**src/rtl/mem_port_arbiter_pkg.sv**
```systemverilog
// Shared types and helpers for the byte-wide RAM port arbiter.
// Build option: IO_WRITE_STALL_EN (see mem_port_arbiter.sv).
package mem_port_arbiter_pkg;

  typedef enum logic [1:0] {
    ST_IDLE   = 2'd0,
    ST_IF_RD  = 2'd1,
    ST_MEM_RD = 2'd2,
    ST_MEM_WR = 2'd3
  } state_e;

  localparam logic [1:0] SIZE_B = 2'b00;
  localparam logic [1:0] SIZE_H = 2'b01;
  localparam logic [1:0] SIZE_W = 2'b10;

  // Address bits [17:16] equal to this select the memory-mapped IO window.
  localparam logic [1:0] IO_SEL = 2'b11;

  function automatic logic [2:0] size_to_bytes(input logic [1:0] size);
    case (size)
      SIZE_B:  return 3'd1;
      SIZE_H:  return 3'd2;
      default: return 3'd4;
    endcase
  endfunction

endpackage

```
**src/rtl/mem_port_arbiter_sequencer.sv**
```systemverilog
// mem_byte_sequencer: beat counter, byte address generation and little-endian
// byte-lane assembly (reads) / extraction (writes) for one transaction.
module mem_byte_sequencer
  import mem_port_arbiter_pkg::*;
#(
  parameter int ADDR_WIDTH = 32
) (
  input  logic                  clk_i,
  input  logic                  rst_ni,
  input  logic                  en_i,
  input  logic                  start_i,
  input  logic [ADDR_WIDTH-1:0] base_i,
  input  logic [2:0]            nbytes_i,
  input  logic [31:0]           wdata_i,
  input  logic                  step_i,
  input  logic                  capture_i,
  input  logic [7:0]            ram_din_i,
  output logic [ADDR_WIDTH-1:0] addr_o,
  output logic [7:0]            wbyte_o,
  output logic                  byte_pending_o,
  output logic                  last_beat_o,
  output logic                  all_beats_o,
  output logic                  io_sel_o,
  output logic [31:0]           rdata_o
);

  logic [ADDR_WIDTH-1:0] base_q, base_d;
  logic [2:0]            n_q, n_d;
  logic [2:0]            cnt_q, cnt_d;
  logic [31:0]           wdata_q, wdata_d;
  logic [31:0]           asm_q, asm_d;
  logic [1:0]            lane;

  assign addr_o         = base_q + {{(ADDR_WIDTH-3){1'b0}}, cnt_q};
  assign byte_pending_o = (cnt_q != 3'd0);
  assign last_beat_o    = (cnt_q == n_q - 3'd1);
  assign all_beats_o    = (cnt_q == n_q);
  assign io_sel_o       = (base_q[17:16] == IO_SEL);

  // ram_din carries the byte addressed one beat earlier, hence lane cnt-1.
  assign lane    = cnt_q[1:0] - 2'd1;
  assign rdata_o = asm_q | ({24'd0, ram_din_i} << {lane, 3'b000});

  always_comb begin
    wbyte_o = wdata_q[7:0];
    case (cnt_q[1:0])
      2'd1:    wbyte_o = wdata_q[15:8];
      2'd2:    wbyte_o = wdata_q[23:16];
      2'd3:    wbyte_o = wdata_q[31:24];
      default: wbyte_o = wdata_q[7:0];
    endcase
  end

  always_comb begin
    base_d  = base_q;
    n_d     = n_q;
    wdata_d = wdata_q;
    cnt_d   = cnt_q;
    asm_d   = asm_q;
    if (start_i) begin
      base_d  = base_i;
      n_d     = nbytes_i;
      wdata_d = wdata_i;
      cnt_d   = 3'd0;
      asm_d   = 32'd0;
    end else begin
      if (step_i)    cnt_d = cnt_q + 3'd1;
      if (capture_i) asm_d = rdata_o;
    end
  end

  always_ff @(posedge clk_i or negedge rst_ni) begin
    if (!rst_ni) begin
      base_q  <= '0;
      n_q     <= 3'd0;
      wdata_q <= 32'd0;
      cnt_q   <= 3'd0;
      asm_q   <= 32'd0;
    end else if (en_i) begin
      base_q  <= base_d;
      n_q     <= n_d;
      wdata_q <= wdata_d;
      cnt_q   <= cnt_d;
      asm_q   <= asm_d;
    end
  end

endmodule

```
**src/rtl/mem_port_arbiter.sv**
```systemverilog
// Arbitrates IF and MEM requests onto a single byte-wide RAM port.
// Build option: define IO_WRITE_STALL_EN to stall IO-window stores while io_buffer_full.
module mem_port_arbiter
  import mem_port_arbiter_pkg::*;
#(
  parameter int ADDR_WIDTH = 32,
  parameter int IF_BYTES   = 4
) (
  input  logic                  clk_in,
  input  logic                  rst_in,
  input  logic                  rdy_in,
  input  logic                  if_req_in,
  input  logic [ADDR_WIDTH-1:0] if_addr_in,
  input  logic                  if_flush_in,
  output logic                  if_done_out,
  output logic [31:0]           if_data_out,
  input  logic                  mem_req_in,
  input  logic                  mem_we_in,
  input  logic [1:0]            mem_size_in,
  input  logic [ADDR_WIDTH-1:0] mem_addr_in,
  input  logic [31:0]           mem_wdata_in,
  output logic                  mem_done_out,
  output logic [31:0]           mem_rdata_out,
  input  logic [7:0]            ram_din,
  output logic [7:0]            ram_dout,
  output logic [ADDR_WIDTH-1:0] ram_a,
  output logic                  ram_wr,
  input  logic                  io_buffer_full
);

  state_e                state_q, state_d;
  logic                  if_done_q, if_done_d;
  logic                  mem_done_q, mem_done_d;
  logic [31:0]           if_data_q, if_data_d;
  logic [31:0]           mem_data_q, mem_data_d;

  logic                  seq_start, seq_step, seq_capture;
  logic [ADDR_WIDTH-1:0] seq_base, seq_addr;
  logic [2:0]            seq_n;
  logic [7:0]            seq_wbyte;
  logic [31:0]           seq_rdata;
  logic                  seq_pending, seq_last, seq_all, seq_io;
  logic                  wr_c, wr_stall;

`ifdef IO_WRITE_STALL_EN
  assign wr_stall = seq_io & io_buffer_full;
`else
  logic io_unused;
  assign io_unused = seq_io ^ io_buffer_full;
  assign wr_stall  = 1'b0;
`endif

  mem_byte_sequencer #(.ADDR_WIDTH(ADDR_WIDTH)) u_seq (
    .clk_i          (clk_in),
    .rst_ni         (rst_in),
    .en_i           (rdy_in),
    .start_i        (seq_start),
    .base_i         (seq_base),
    .nbytes_i       (seq_n),
    .wdata_i        (mem_wdata_in),
    .step_i         (seq_step),
    .capture_i      (seq_capture),
    .ram_din_i      (ram_din),
    .addr_o         (seq_addr),
    .wbyte_o        (seq_wbyte),
    .byte_pending_o (seq_pending),
    .last_beat_o    (seq_last),
    .all_beats_o    (seq_all),
    .io_sel_o       (seq_io),
    .rdata_o        (seq_rdata)
  );

  always_comb begin
    state_d     = state_q;
    seq_start   = 1'b0;
    seq_base    = mem_addr_in;
    seq_n       = size_to_bytes(mem_size_in);
    seq_step    = 1'b0;
    seq_capture = 1'b0;
    wr_c        = 1'b0;
    if_done_d   = 1'b0;
    mem_done_d  = 1'b0;
    if_data_d   = if_data_q;
    mem_data_d  = mem_data_q;
    case (state_q)
      ST_IDLE: begin
        if (mem_req_in) begin
          seq_start = 1'b1;
          state_d   = mem_we_in ? ST_MEM_WR : ST_MEM_RD;
        end else if (if_req_in && !if_flush_in) begin
          seq_start = 1'b1;
          seq_base  = if_addr_in;
          seq_n     = 3'(IF_BYTES);
          state_d   = ST_IF_RD;
        end
      end
      ST_IF_RD: begin
        // A flush drops the fetch but lets a waiting MEM request in at once.
        if (if_flush_in) begin
          state_d = ST_IDLE;
          if (mem_req_in) begin
            seq_start = 1'b1;
            state_d   = mem_we_in ? ST_MEM_WR : ST_MEM_RD;
          end
        end else begin
          seq_step    = !seq_all;
          seq_capture = seq_pending;
          if (seq_all) begin
            if_data_d = seq_rdata;
            if_done_d = 1'b1;
            state_d   = ST_IDLE;
          end
        end
      end
      ST_MEM_RD: begin
        seq_step    = !seq_all;
        seq_capture = seq_pending;
        if (seq_all) begin
          mem_data_d = seq_rdata;
          mem_done_d = 1'b1;
          state_d    = ST_IDLE;
        end
      end
      ST_MEM_WR: begin
        if (!wr_stall) begin
          wr_c     = 1'b1;
          seq_step = 1'b1;
          if (seq_last) begin
            mem_done_d = 1'b1;
            state_d    = ST_IDLE;
          end
        end
      end
      default: state_d = ST_IDLE;
    endcase
  end

  always_ff @(posedge clk_in or negedge rst_in) begin
    if (!rst_in) begin
      state_q    <= ST_IDLE;
      if_done_q  <= 1'b0;
      mem_done_q <= 1'b0;
      if_data_q  <= 32'd0;
      mem_data_q <= 32'd0;
    end else if (rdy_in) begin
      state_q    <= state_d;
      if_done_q  <= if_done_d;
      mem_done_q <= mem_done_d;
      if_data_q  <= if_data_d;
      mem_data_q <= mem_data_d;
    end
  end

  // Done flags hold through a freeze; gating keeps the pulse to one live cycle.
  assign if_done_out   = if_done_q & rdy_in;
  assign mem_done_out  = mem_done_q & rdy_in;
  assign if_data_out   = if_data_q;
  assign mem_rdata_out = mem_data_q;
  assign ram_wr        = wr_c & rdy_in;
  assign ram_a         = (state_q == ST_IDLE) ? '0 : seq_addr;
  assign ram_dout      = (state_q == ST_MEM_WR) ? seq_wbyte : 8'd0;

endmodule

```
**config.mk**
```make
export PLATFORM = sky130hd
export DESIGN_NAME = mem_port_arbiter
export DESIGN_NICKNAME = d
export VERILOG_FILES = /design/src/rtl/mem_port_arbiter_pkg.sv /design/src/rtl/mem_port_arbiter_sequencer.sv /design/src/rtl/mem_port_arbiter.sv
export SDC_FILE = /design/constraint.sdc
export NUM_CORES = 1
export LEC_CHECK = 0
export BUFFER_PORTS_ARGS = -buffer_cell sky130_fd_sc_hd__clkbuf_2
export CAP_MARGIN = 20
export CELL_PAD_IN_SITES_DETAIL_PLACEMENT = 2
export CELL_PAD_IN_SITES_GLOBAL_PLACEMENT = 2
export CORE_AREA = 2 2 162 164
export CTS_BUF_LIST = sky130_fd_sc_hd__clkbuf_8
export CTS_CLUSTER_DIAMETER = 40
export CTS_CLUSTER_SIZE = 12
export DETAILED_ROUTE_END_ITERATION = 10
export DIE_AREA = 0 0 164 166
export PLACE_DENSITY = 0.92
export SLEW_MARGIN = 30
export SYNTH_ARGS = -nofsm -noshare
export SYNTH_HDL_FRONTEND = slang
export SYNTH_SLANG_ARGS = --single-unit
```
**constraint.sdc**
```tcl
create_clock -name clk_in -period 4 [get_ports clk_in]
set_input_delay 1 -clock clk_in [delete_from_list [all_inputs] [get_ports clk_in]]
set_output_delay 1 -clock clk_in [all_outputs]
set_load 0.05 [all_outputs]
```
After elaboration in Yosys (flattened, before gate mapping)

Cells that the tools add are included.

Flip-flop bits (word level): 170
Input port bits: 114
Output and inout bits: 107
Logic and storage cells: 82

Bitwise gates (word level): 5
Shift operators: 1
Eq/ne operators: 11
Reduce and logical (&&, ||, !) cells: 14
Muxes and demuxes: 37
$add $sub $neg: 4

Operator list:

| cell                | count |
|---|---|
| $mux 32             | 6 |
| $add 32x3->32       | 1 |
| $or 32x32->32       | 1 |
| $shl 8x5->32        | 1 |
| $pmux 8 s3          | 1 |
| $mux 3              | 5 |
| $mux 1              | 12 |
| $mux 2              | 6 |
| $eq 2x2->1 const B  | 4 |
| $mux 8              | 1 |
| $pmux 2 s4          | 1 |
| $eq 2x1->1 const B  | 3 |
| $eq 3x3->1          | 2 |
| $pmux 1 s2          | 3 |
| $pmux 3 s2          | 1 |
| $reduce_and 2->1    | 3 |
| $reduce_and 3->1    | 2 |
| $logic_not 2->1     | 2 |
| $reduce_and 4->1    | 1 |
| $reduce_bool 2->1   | 2 |
| $add 3x1->3 const B | 1 |
| $and 1x1->1         | 3 |
| $ne 3x3->1 const B  | 1 |
| $pmux 1 s3          | 1 |
| 7 further kinds     | 8 |

Logic depth before layout (Yosys ltp)

Depth in word-level cells: 7
Gate-level depth with buffers: 10
Depth with buffers taken out: 8

Cells and area by module

A second synthesis with hierarchy kept.

Cell total of the unflattened synthesis: 672
Area total of the unflattened synthesis: 8645.8 µm²

Modules (own cells, without submodules):

| module             | cells an instance | sequential area each (µm²) | area each (µm²) | times used |
|---|---|---|---|---|
| mem_byte_sequencer | 405               | 2552.4                     | 5079.9          | 1 |
| mem_port_arbiter   | 267               | 1701.6                     | 3565.9          | 1 |

Worst setup path after synthesis

Ideal clock, no wire load.

Kind: register to output
From: reg u_seq.cnt_q[0]
To: out ram_a[26]
Arrival: 2810 ps
Path buffers: 0
Stages on the path, launching flop included: 9
Data required time: 3000 ps
Setup slack: 190 ps
Cells stage by stage: dfrtp_1 ha_1 inv_1 fa_1 nor2b_1 o21a_1 nand4_2 or3_1 a21oi_1

Word-level cells in the longest chain between the ends: 2

Ends and longest elaborated chain:

| item                   | line                             | RTL |
|---|---|---|
| start, declared        | mem_port_arbiter_sequencer.sv:29 | `logic [2:0] cnt_q, cnt_d;` |
| start signal, assigned | mem_port_arbiter_sequencer.sv:83 | `cnt_q <= cnt_d;` |
| $add 32x3->32          | mem_port_arbiter_sequencer.sv:34 | `assign addr_o = base_q + {{(ADDR_WIDTH-3){1'b0}}, cnt_q};` |
| $mux 32                | mem_port_arbiter.sv:160          | `assign ram_a = (state_q == ST_IDLE) ? '0 : seq_addr;` |
| end, declared          | mem_port_arbiter.sv:26           | `output logic [ADDR_WIDTH-1:0] ram_a,` |

No other way between the ends.

Final worst setup path

From: reg u_seq.cnt_q[2]
To: out ram_a[29]

The elaborated chain is that of the path after synthesis.

==> run metrics <==
post-synth top area share between 50 and 60%; largest net degree at the start of global routing 67; post-synth top area cell dfrtp_1; via count about 7.3k; syn_nets 1012; mean post-synth cell area 9.08 sq um; Root Driver clkbuf_8; Yosys Warn Count 0; DRC Markers 0; Die Y roughly 170 um; first-pass GRT wire length 44600 um; fmax about 260 MHz; Worst EP required roughly 3.0 ns; cts bufs inserted 17; Post-Route Skew ~0.018 ns; die area between 0.02 and 0.03 sq mm; post-DP HPWL 20200 um; gr ovfl total 0; vias per cell approximately 5.1; synth unique cells 48; relative slew slack 50.2%; Synth Cell Area about 0.0080 sq mm; Pleak between 4 and 5 nW; clk_lat worst skew 0.47 ns; initial antenna violation count 1; final critical-path required period about 3.8 ns; Total Routing Usage GR a little over a fifth; Post-Synthesis Cells a little under 900; Peak VDD IR 0.000290 V; Die Width roughly 160 um; CP startpoint kind flip-flop; routability congestion estimate 0.802; Post-synth ARST share 100%; Slew @ Worst Pin 0.744 ns; CTS H-tree lvls 4; top_reg_cell synth dfrtp_1; share of cells above drive strength 1 a little over a quarter; TNS Setup 0 ns; io pins between 200 and 250; Clock Path Buffers 2; clk sinks 170; Starting Density between 30% and 40%; Buffers on Ports between 200 and 250; most frequent cells in the layout 214 x clkbuf_2, 205 x nand2_1, 168 x dfrtp_1, 78 x a21oi_1, 77 x o21ai_0; CORE AREA 0.0256 sq mm; RR Startpoint u_seq.cnt_q[0]$_DFFE_PN0P_; Area after DPL 0.00947 sq mm; Antenna Nets Post-Route 0; vias in the first global route slightly above 8k; Detailed Route WL 27900 um; Arr. time, crit path about 2.8 ns; HP Class primary input to asynchronous set/reset pin; fin nets about 1.2k; most area-consuming cells after synthesis dfrtp_1 53%, nand2_1 9.6%, a21oi_1 4.9%; num rows 59; critical path class flip-flop to output pin; status finished, final reports clean; Finish-stage setup viols 0; Max Cap Violations 0; drt first pass iters 4; register area share after synthesis between 50% and 60%; Final Slew Violations 0; number of flops mapped to enable cells by yosys 0; Syn-to-layout area delta 23.9%; most common cell after layout, fill and taps aside clkbuf_2; final hold violations 0; crit path from u_seq.cnt_q[2]$_DFFE_PN0P_; RSZ-0062 raised after global routing false; routed length per placed instance 19.6 um; Setup crit end kind output pin; post-route cell area 0.00994 sq mm; Tcrit/Tclk final about 95%; Synth Register Bits 170; Cell Pwr Density 791 mW/mm^2; TritonCTS clock tree done; crit path max fanout 8; clock slew at reported path FFs about 0.1 ns; initial detailed-routing violation count between 300 and 400
cell type report:
type / instances / area, sq um
fill: 2873 / 15700
sequential: 170 / 4260
multi-input combinational: 640 / 3540
timing repair buffer: 235 / 1260
tap: 335 / 419
clock buffer: 19 / 262
clock inverter: 13 / 151
inverter: 14 / 52.6
antenna: 1 / 2.50
metrics by stage:
step	hold WS (ns)	setup WS [ns]	utilization, %	power (mW)	cells
3_3_place_gp	0.459	0.325	37.0	6.32	1392
5_1_grt	0.508	0.0160	38.8	8.38	1427
3_5_place_dp	0.466	0.204	37.0	6.55	1392
4_1_cts	0.490	0.00161	38.7	7.93	1426
2_1_floorplan	0.445	0.190	-	5.37	884
6_report	0.486	0.188	38.8	7.87	1427
worst max-delay path: stages (launching register included):
cell	delay [ns]
dfrtp_2	0.48
ha_1	0.35
o21ai_0	0.15
nor2_4	0.21
nand3_2	0.22
or4_1	0.47
a21oi_1	0.16
clkbuf_2	0.31
layer usage:
metal	part of all wire (%)	vias up	GRT usage, %
li1	-	3399	-
met1	43	3715	26.5
met2	51	181	35.4
met3	3.4	52	3.42
met4	3.1	0	8.20
met5	0	-	0
power by group:
| group | internal, mW | switching [mW] | total (mW) |
|---|---|---|---|
| Combinational | 0.960 | 2.83 | 3.79 |
| Clock | 0.605 | 0.702 | 1.31 |
| Sequential | 2.29 | 0.485 | 2.77 |
| Total | 3.85 | 4.02 | 7.87 |
what timing repair did:
action / in CTS / in global routing
endpoints found under the setup margin: 13 / 7
pin swaps: 2 / 0
buffers inserted: 2 / 0
resized for setup: 7 / 10
hold buffers: 0 / 0
cloned: 0 / 0
registers in the layout, indices dropped and copies added (netlist names):
register,cells
u_seq.n_q,3
u_seq.asm_q,32
if_done_q,1
u_seq.wdata_q,32
mem_rdata_out,32
mem_done_q,1
u_seq.cnt_q,3
u_seq.base_q,32
state_q,2
if_data_out,32
synth_stat cells (6+ instances only):
master / number
nand2_1: 206
dfrtp_1: 170
a21oi_1: 78
o21ai_0: 77
nor2_1: 68
clkbuf_1: 45
o21ai_1: 39
mux2i_1: 32
xor2_1: 20
nand3_1: 18
inv_1: 14
ha_1: 13
a22o_1: 10
or3_1: 9
a222oi_1: 8
clkbuf_2: 8
nor2b_1: 7
and3_1: 6
nand4_1: 6
cells by family (layout without fill, tap and decap cells):
logic type               Yosys count  after routing  synth area share (%)
buffers and inverters             74            281                  3.65
XOR/XNOR                          23             23                  2.68
adder cells (fa/ha/maj)           14             14                  2.28
AND/OR/NAND/NOR                  344            344                  18.6
other                              0              1                     0
AO/OA/AOI/OAI                    227            227                  15.7
multiplexers                      32             32                  3.99
flip-flops                       170            170                  53.0
path summary, 6_finish.rpt:
| kind | to | slack, ns | cells past startpoint |
|---|---|---|---|
| max | ram_a[29] | 0.19 | 7 |
| min | mem_rdata_out[18]$_DFFE_PN0P_ | 0.49 | 1 |
| max reg2reg | if_data_out[22]$_DFFE_PN0P_ | 1.25 | 7 |
| min reg2reg | if_data_out[4]$_DFFE_PN0P_ | 0.49 | 2 |
| max in group asynchronous | if_data_out[29]$_DFFE_PN0P_ | 2.69 | 2 |
| min in group clk_in | if_data_out[4]$_DFFE_PN0P_ | 0.49 | 2 |
(Power assumes the default switching activity.)
